==> src/rtl/mips_ctrl_pkg.sv <==
// Shared encodings for the multicycle MIPS main controller: states, opcodes, select codes, control word.
// The BNE state and branchn bit are only live when MC_CTRL_BNE_EN is defined.
package mips_ctrl_pkg;

   typedef enum logic [3:0] {
      FETCH   = 4'd0,
      DECODE  = 4'd1,
      MEMADR  = 4'd2,
      MEMRD   = 4'd3,
      MEMWB   = 4'd4,
      MEMWR   = 4'd5,
      EXECUTE = 4'd6,
      ALUWB   = 4'd7,
      BEQ     = 4'd8,
      ADDIEX  = 4'd9,
      ADDIWB  = 4'd10,
      JUMP    = 4'd11,
      BNE     = 4'd12
   } state_t;

   localparam logic [5:0] OP_RTYPE = 6'b000000;
   localparam logic [5:0] OP_LW    = 6'b100011;
   localparam logic [5:0] OP_SW    = 6'b101011;
   localparam logic [5:0] OP_BEQ   = 6'b000100;
   localparam logic [5:0] OP_ADDI  = 6'b001000;
   localparam logic [5:0] OP_J     = 6'b000010;
   localparam logic [5:0] OP_BNE   = 6'b000101;

   localparam logic [1:0] ALUOP_ADD   = 2'b00;
   localparam logic [1:0] ALUOP_SUB   = 2'b01;
   localparam logic [1:0] ALUOP_FUNCT = 2'b10;

   localparam logic [1:0] SRCB_B     = 2'b00;
   localparam logic [1:0] SRCB_FOUR  = 2'b01;
   localparam logic [1:0] SRCB_IMM   = 2'b10;
   localparam logic [1:0] SRCB_IMMSH = 2'b11;

   localparam logic [1:0] PCSRC_ALU    = 2'b00;
   localparam logic [1:0] PCSRC_ALUOUT = 2'b01;
   localparam logic [1:0] PCSRC_JUMP   = 2'b10;

   typedef struct packed {
      logic       pcwrite;
      logic       branch;
`ifdef MC_CTRL_BNE_EN
      logic       branchn;
`endif
      logic       irwrite;
      logic       memwrite;
      logic       regwrite;
      logic       iord;
      logic       memtoreg;
      logic       regdst;
      logic       alusrca;
      logic [1:0] alusrcb;
      logic [1:0] pcsrc;
      logic [1:0] aluop;
   } ctrl_t;

endpackage

==> src/rtl/mc_main_controller_if.sv <==
// Controller <-> datapath bundle: opcode and zero flag in, enables and mux selects out.
interface mc_main_controller_if;
   logic [5:0] op;
   logic       zero;
   logic       pcen;
   logic       irwrite;
   logic       memwrite;
   logic       regwrite;
   logic       iord;
   logic       memtoreg;
   logic       regdst;
   logic       alusrca;
   logic [1:0] alusrcb;
   logic [1:0] pcsrc;
   logic [1:0] aluop;

   // master is the datapath side, slave is the controller
   modport master (
      output op, zero,
      input  pcen, irwrite, memwrite, regwrite, iord, memtoreg, regdst,
             alusrca, alusrcb, pcsrc, aluop
   );
   modport slave (
      input  op, zero,
      output pcen, irwrite, memwrite, regwrite, iord, memtoreg, regdst,
             alusrca, alusrcb, pcsrc, aluop
   );
endinterface

==> src/rtl/mc_ctrl_outdec.sv <==
// Moore output decoder: state -> control word. Unlisted fields and illegal states decode to all zero.
// BNE state decoded only when MC_CTRL_BNE_EN is defined.
module mc_ctrl_outdec
   import mips_ctrl_pkg::*;
(
   input  state_t state,
   output ctrl_t  ctrl
);

   always_comb begin
      ctrl = '0;
      case (state)
         FETCH: begin
            ctrl.irwrite = 1'b1;
            ctrl.pcwrite = 1'b1;
            ctrl.alusrcb = SRCB_FOUR;
            ctrl.aluop   = ALUOP_ADD;
         end
         // branch target is precomputed into ALUOut here
         DECODE: begin
            ctrl.alusrcb = SRCB_IMMSH;
            ctrl.aluop   = ALUOP_ADD;
         end
         MEMADR: begin
            ctrl.alusrca = 1'b1;
            ctrl.alusrcb = SRCB_IMM;
         end
         MEMRD: ctrl.iord = 1'b1;
         MEMWB: begin
            ctrl.memtoreg = 1'b1;
            ctrl.regwrite = 1'b1;
         end
         MEMWR: begin
            ctrl.iord     = 1'b1;
            ctrl.memwrite = 1'b1;
         end
         EXECUTE: begin
            ctrl.alusrca = 1'b1;
            ctrl.aluop   = ALUOP_FUNCT;
         end
         ALUWB: begin
            ctrl.regdst   = 1'b1;
            ctrl.regwrite = 1'b1;
         end
         BEQ: begin
            ctrl.alusrca = 1'b1;
            ctrl.aluop   = ALUOP_SUB;
            ctrl.pcsrc   = PCSRC_ALUOUT;
            ctrl.branch  = 1'b1;
         end
         ADDIEX: begin
            ctrl.alusrca = 1'b1;
            ctrl.alusrcb = SRCB_IMM;
         end
         ADDIWB: ctrl.regwrite = 1'b1;
         JUMP: begin
            ctrl.pcsrc   = PCSRC_JUMP;
            ctrl.pcwrite = 1'b1;
         end
`ifdef MC_CTRL_BNE_EN
         BNE: begin
            ctrl.alusrca = 1'b1;
            ctrl.aluop   = ALUOP_SUB;
            ctrl.pcsrc   = PCSRC_ALUOUT;
            ctrl.branchn = 1'b1;
         end
`endif
         default: ctrl = '0;
      endcase
   end

endmodule

==> src/rtl/mc_main_controller.sv <==
// Multicycle MIPS main control FSM: next-state logic, state register, pcen and reset gating of writes.
// Define MC_CTRL_BNE_EN to add the bne instruction; otherwise bne decodes as a NOP.
module mc_main_controller
   import mips_ctrl_pkg::*;
(
   input  logic                 clk,
   input  logic                 reset,
   mc_main_controller_if.slave  bus
);

   state_t state, state_nxt;
   ctrl_t  ctrl;
   logic   pcen_raw;

   always_comb begin
      state_nxt = FETCH;
      case (state)
         FETCH: state_nxt = DECODE;
         DECODE: begin
            case (bus.op)
               OP_LW, OP_SW: state_nxt = MEMADR;
               OP_RTYPE:     state_nxt = EXECUTE;
               OP_BEQ:       state_nxt = BEQ;
               OP_ADDI:      state_nxt = ADDIEX;
               OP_J:         state_nxt = JUMP;
`ifdef MC_CTRL_BNE_EN
               OP_BNE:       state_nxt = BNE;
`endif
               default:      state_nxt = FETCH;
            endcase
         end
         // op is held stable through the instruction, so it still selects load vs store here
         MEMADR:  state_nxt = (bus.op == OP_SW) ? MEMWR : MEMRD;
         MEMRD:   state_nxt = MEMWB;
         EXECUTE: state_nxt = ALUWB;
         ADDIEX:  state_nxt = ADDIWB;
         default: state_nxt = FETCH;
      endcase
   end

   always_ff @(posedge clk) begin
      if (reset) state <= FETCH;
      else       state <= state_nxt;
   end

   mc_ctrl_outdec u_outdec (
      .state (state),
      .ctrl  (ctrl)
   );

`ifdef MC_CTRL_BNE_EN
   assign pcen_raw = ctrl.pcwrite | (ctrl.branch & bus.zero) | (ctrl.branchn & ~bus.zero);
`else
   assign pcen_raw = ctrl.pcwrite | (ctrl.branch & bus.zero);
`endif

   // reset abandons the instruction: no architectural write during the reset cycle
   assign bus.pcen     = pcen_raw      & ~reset;
   assign bus.irwrite  = ctrl.irwrite  & ~reset;
   assign bus.memwrite = ctrl.memwrite & ~reset;
   assign bus.regwrite = ctrl.regwrite & ~reset;
   assign bus.iord     = ctrl.iord;
   assign bus.memtoreg = ctrl.memtoreg;
   assign bus.regdst   = ctrl.regdst;
   assign bus.alusrca  = ctrl.alusrca;
   assign bus.alusrcb  = ctrl.alusrcb;
   assign bus.pcsrc    = ctrl.pcsrc;
   assign bus.aluop    = ctrl.aluop;

endmodule

==> src/flat_wrapper.sv <==
// flat-port wrapper written by rule: the top's interface ports become plain ports
module mc_main_controller_flat import mips_ctrl_pkg::*;
  (clk, reset, bus_op, bus_zero, bus_pcen, bus_irwrite, bus_memwrite, bus_regwrite, bus_iord, bus_memtoreg, bus_regdst, bus_alusrca, bus_alusrcb, bus_pcsrc, bus_aluop);
  mc_main_controller_if bus_i ();
  input  logic clk;
  input  logic reset;
  input wire logic [$bits(bus_i.op)-1:0] bus_op;
  input wire logic [$bits(bus_i.zero)-1:0] bus_zero;
  output wire logic [$bits(bus_i.pcen)-1:0] bus_pcen;
  output wire logic [$bits(bus_i.irwrite)-1:0] bus_irwrite;
  output wire logic [$bits(bus_i.memwrite)-1:0] bus_memwrite;
  output wire logic [$bits(bus_i.regwrite)-1:0] bus_regwrite;
  output wire logic [$bits(bus_i.iord)-1:0] bus_iord;
  output wire logic [$bits(bus_i.memtoreg)-1:0] bus_memtoreg;
  output wire logic [$bits(bus_i.regdst)-1:0] bus_regdst;
  output wire logic [$bits(bus_i.alusrca)-1:0] bus_alusrca;
  output wire logic [$bits(bus_i.alusrcb)-1:0] bus_alusrcb;
  output wire logic [$bits(bus_i.pcsrc)-1:0] bus_pcsrc;
  output wire logic [$bits(bus_i.aluop)-1:0] bus_aluop;
  assign bus_i.op = bus_op;
  assign bus_i.zero = bus_zero;
  assign bus_pcen = bus_i.pcen;
  assign bus_irwrite = bus_i.irwrite;
  assign bus_memwrite = bus_i.memwrite;
  assign bus_regwrite = bus_i.regwrite;
  assign bus_iord = bus_i.iord;
  assign bus_memtoreg = bus_i.memtoreg;
  assign bus_regdst = bus_i.regdst;
  assign bus_alusrca = bus_i.alusrca;
  assign bus_alusrcb = bus_i.alusrcb;
  assign bus_pcsrc = bus_i.pcsrc;
  assign bus_aluop = bus_i.aluop;
  mc_main_controller u_core (.clk(clk), .reset(reset), .bus(bus_i));
endmodule
==> config.mk <==
export PLATFORM = sky130hd
export DESIGN_NAME = mc_main_controller_flat
export DESIGN_NICKNAME = d
export VERILOG_FILES = /design/src/rtl/mips_ctrl_pkg.sv /design/src/rtl/mc_main_controller_if.sv /design/src/rtl/mc_ctrl_outdec.sv /design/src/rtl/mc_main_controller.sv /design/src/flat_wrapper.sv
export SDC_FILE = /design/constraint.sdc
export NUM_CORES = 1
export LEC_CHECK = 0
export CAP_MARGIN = 20
export CORE_AREA = 3 3 40 42
export CTS_BUF_LIST = sky130_fd_sc_hd__clkbuf_8
export DETAILED_ROUTE_END_ITERATION = 7
export DIE_AREA = 0 0 43 45
export HOLD_SLACK_MARGIN = 0.02
export PLACE_DENSITY_LB_ADDON = 0.12
export RECOVER_POWER = 100
export SLEW_MARGIN = 5
export SYNTH_ARGS = -nofsm -noshare
export SYNTH_HDL_FRONTEND = slang
export SYNTH_HIERARCHICAL = 1
export SYNTH_SLANG_ARGS = --single-unit
==> constraint.sdc <==
create_clock -name clk -period 2.4 [get_ports clk]
set_input_delay 0.24 -clock clk [delete_from_list [all_inputs] [get_ports clk]]
set_output_delay 0.24 -clock clk [all_outputs]
set_load 0.01 [all_outputs]
==> summary.txt <==
Post-synth EDFFs: 0
number of global-route vias before repair: 514
CTS tree: done
count of final hold-check violations: 0
total track usage: 0.1421
worst hold endpoint: u_core/state[1]
ratio of cells with drive above 1 in the final layout: 0.09574
RSZ-0062 raised after global routing: false
outcome: completed
root buffer cell: clkbuf_8
CTS HTree Levels: 1
Crit Path Category: reg -> out
Worst Max-Slew Pin Slew: 0.3452 ns
diode count: 0
via count: 574
Rows: 13
Async SR Flop Fraction: 0
part of the power in registers: 0.265
Max Clk Rate: 449.1 MHz
Post-DP HPWL: 1.026 mm
Critical Path Max Stage Delay: 0.61 ns
area delta synth->final: 52.12%
Worst Path Max Fanout: 13
Net Sw Frac: 0.2395
Die W: 43 um
Critical Path RT: 2.16 ns
Clock Latency Late Sink: 0.21 ns
Final min period: 2.227 ns
slowest CP cell: dlygate4sd3_1
Slew HR: 0.7695
worst hold start: u_core/state[0]
hold-fix buffers at CTS: 0
Setup Viol. Count Final: 0
Post-Syn Instances: 70
starting DRC count in detailed routing: 5
crit start category: register
DIE HEIGHT: 45 um
FF-to-FF End: u_core/state[2]
die area: 1935 sq um
Sum Neg Setup Slack: 0 ns
Post-CTS Setup Bufs: 0
switching pwr: 0.06663 mW
Slew Viols, Final: 0
combinational share of power: 0.238
port bufs: 22
WP buf/inv: 1
antenna violations before repair: 0
1st-pass router iterations: 2
first-pass GRT wire length: 2.125 mm
peak supply drop: 385.0 uV
worst-path cell chain: or4b_4, o211ai_2, nor2b_1, dlygate4sd3_1
Antenna Nets Post-Route: 0
fill count: 152
final worst path period share: 0.9279
final net count: 105
clock power share: 0.497
Largest regs: u_core/state x4
Worst Hold Depth: 2
Worst R2R Start: u_core/state[1]
cell area after layout: 763.2 sq um
leakage: 0.3072 nW
Ys Warns: 6
Synth Net Count: 79
data arrival time of the worst path: 1.99 ns
FF+latch count, synth: 4
pwr/cell area: 364.5 nW/um^2
internal power: 0.2116 mW
clock-pin transition on the worst setup and hold timing paths: 0.03 ns
Reg with most FFs: u_core/state
Distinct cells, synth: 32
Final GP Congestion: 0.7621
Worst Hold Class: reg -> reg
Post-DP Area: 725.7 sq um
ys flop type: dfxtp_1
Clock Skew: 0.002343 ns
WL per Instance: 11.57 um
Initial Util: 0.3905
Post-Route WL: 1.261 mm
Max Cap Viol: 0
total CTS buffers: 3
Worst R2R Path Depth: 4
Core ar.: 1285 sq um
CP top delay family: simple AND/OR/NAND/NOR gates
placed cells: 106
largest net degree at the start of global routing: 14
DRC viols: 0
post-cts sizing count: 0
I/O Pins: 23
CP endpoint kind: output port
sequential-to-total area share from yosys stat: 0.1596
gr ovfl total: 0
Post-Synthesis Cell Area: 501.7 sq um
max FFs per register: 4
average size of a mapped cell: 7.168 sq um
Finished Layout Cells: 109
Clock Path Buffers: 2
clk sink count: 4
reg-to-reg slack, setup: 0.74 ns
Via density: 5.266
==> synthesized netlist by cell type (all sizes together) (3+ instances only) <==
library cell	count	area, sq um
a21oi	6	33.78
buf	5	45.04
dfxtp	4	80.08
inv	3	11.26
nand2b	5	31.28
nor2	8	30.03
nor2b	3	18.77
nor3	5	25.02
nor4	3	18.77
o21ai	3	15.01
==> power by group through the flow <==
stage	Clock, mW	Sequential (mW)	Combinational [mW]
after global routing	0.149	0.0744	0.0742
after global placement	0	0.0746	0.0697
after detailed placement	0	0.0747	0.0704
final	0.138	0.0737	0.0662
after CTS	0.144	0.0738	0.0705
after floorplan	0	0.0735	0.0351
==> stage by stage <==
| step | utilization | hold WS [ns] | worst slack [ns] | total power [mW] |
|---|---|---|---|---|
| final | 0.5940 | 0.6877 | 0.1731 | 0.2782 |
| after global routing | 0.5940 | 0.7384 | 0.06803 | 0.2978 |
| after CTS | 0.5969 | 0.6997 | 0.2147 | 0.2884 |
| after detailed placement | 0.5648 | 0.6951 | 0.4502 | 0.1451 |
| after global placement | 0.5648 | 0.6859 | 0.4736 | 0.1444 |
| after floorplan | - | 0.3185 | 0.7221 | 0.1085 |
==> cells by family after synthesis <==
group | after synthesis | share of synthesized area
compound gates | 17 | 0.2344
xor+xnor | 3 | 0.05238
buf+inv | 8 | 0.1122
flops | 4 | 0.1596
simple gates | 38 | 0.4414
==> cells in the final DEF (no fill, tap or decap), drive strengths merged, types with 3 or more instances in the layout <==
master / instances
buf: 3
clkdlybuf4s50: 7
nor2: 8
nand2b: 5
inv: 3
o21ai: 3
nor3: 5
dlygate4sd3: 15
nor2b: 3
a21oi: 6
dfxtp: 4
clkbuf: 4
nor4: 3
==> worst min-delay path, cell delays in order (launching register included) <==
cell and delay (ns):
dfxtp_1 0.37, nand2b_1 0.17, o41ai_1 0.09
==> worst max path at each step <==
stage / end / slack (ns) / startpoint / cells past startpoint
floorplan: bus_pcen / 0.72 / u_core/state[2] / 6
detailed placement: bus_regwrite / 0.45 / u_core/state[1] / 4
CTS: bus_regwrite / 0.21 / u_core/state[1] / 4
global route: bus_regwrite / 0.07 / u_core/state[1] / 4
global placement: bus_regwrite / 0.47 / u_core/state[1] / 4
finish: bus_regwrite / 0.17 / u_core/state[1] / 4
==> final cells by class <==
type                    instances  area (sq um)  area share
flip-flops and latches          4         80.08      0.1049
multi-input cells              58         365.4      0.4787
repair buffers                 26         246.5      0.3230
clock buffers                   3         41.29     0.05410
inverters                       3         11.26     0.01475
well taps                      15         18.77     0.02459
==> per-layer routing <==
| layer | wire length (um) | up-vias | share of wire | global-route usage |
|---|---|---|---|---|
| met4 | 0 | 0 | 0 | 0 |
| met2 | 656 | 19 | 0.52 | 0.2814 |
| met3 | 82 | 0 | 0.065 | 0.04781 |
| met5 | 0 | - | 0 | 0 |
| li1 | - | 307 | - | - |
| met1 | 522 | 248 | 0.41 | 0.1559 |
(Power assumes the default switching activity.)
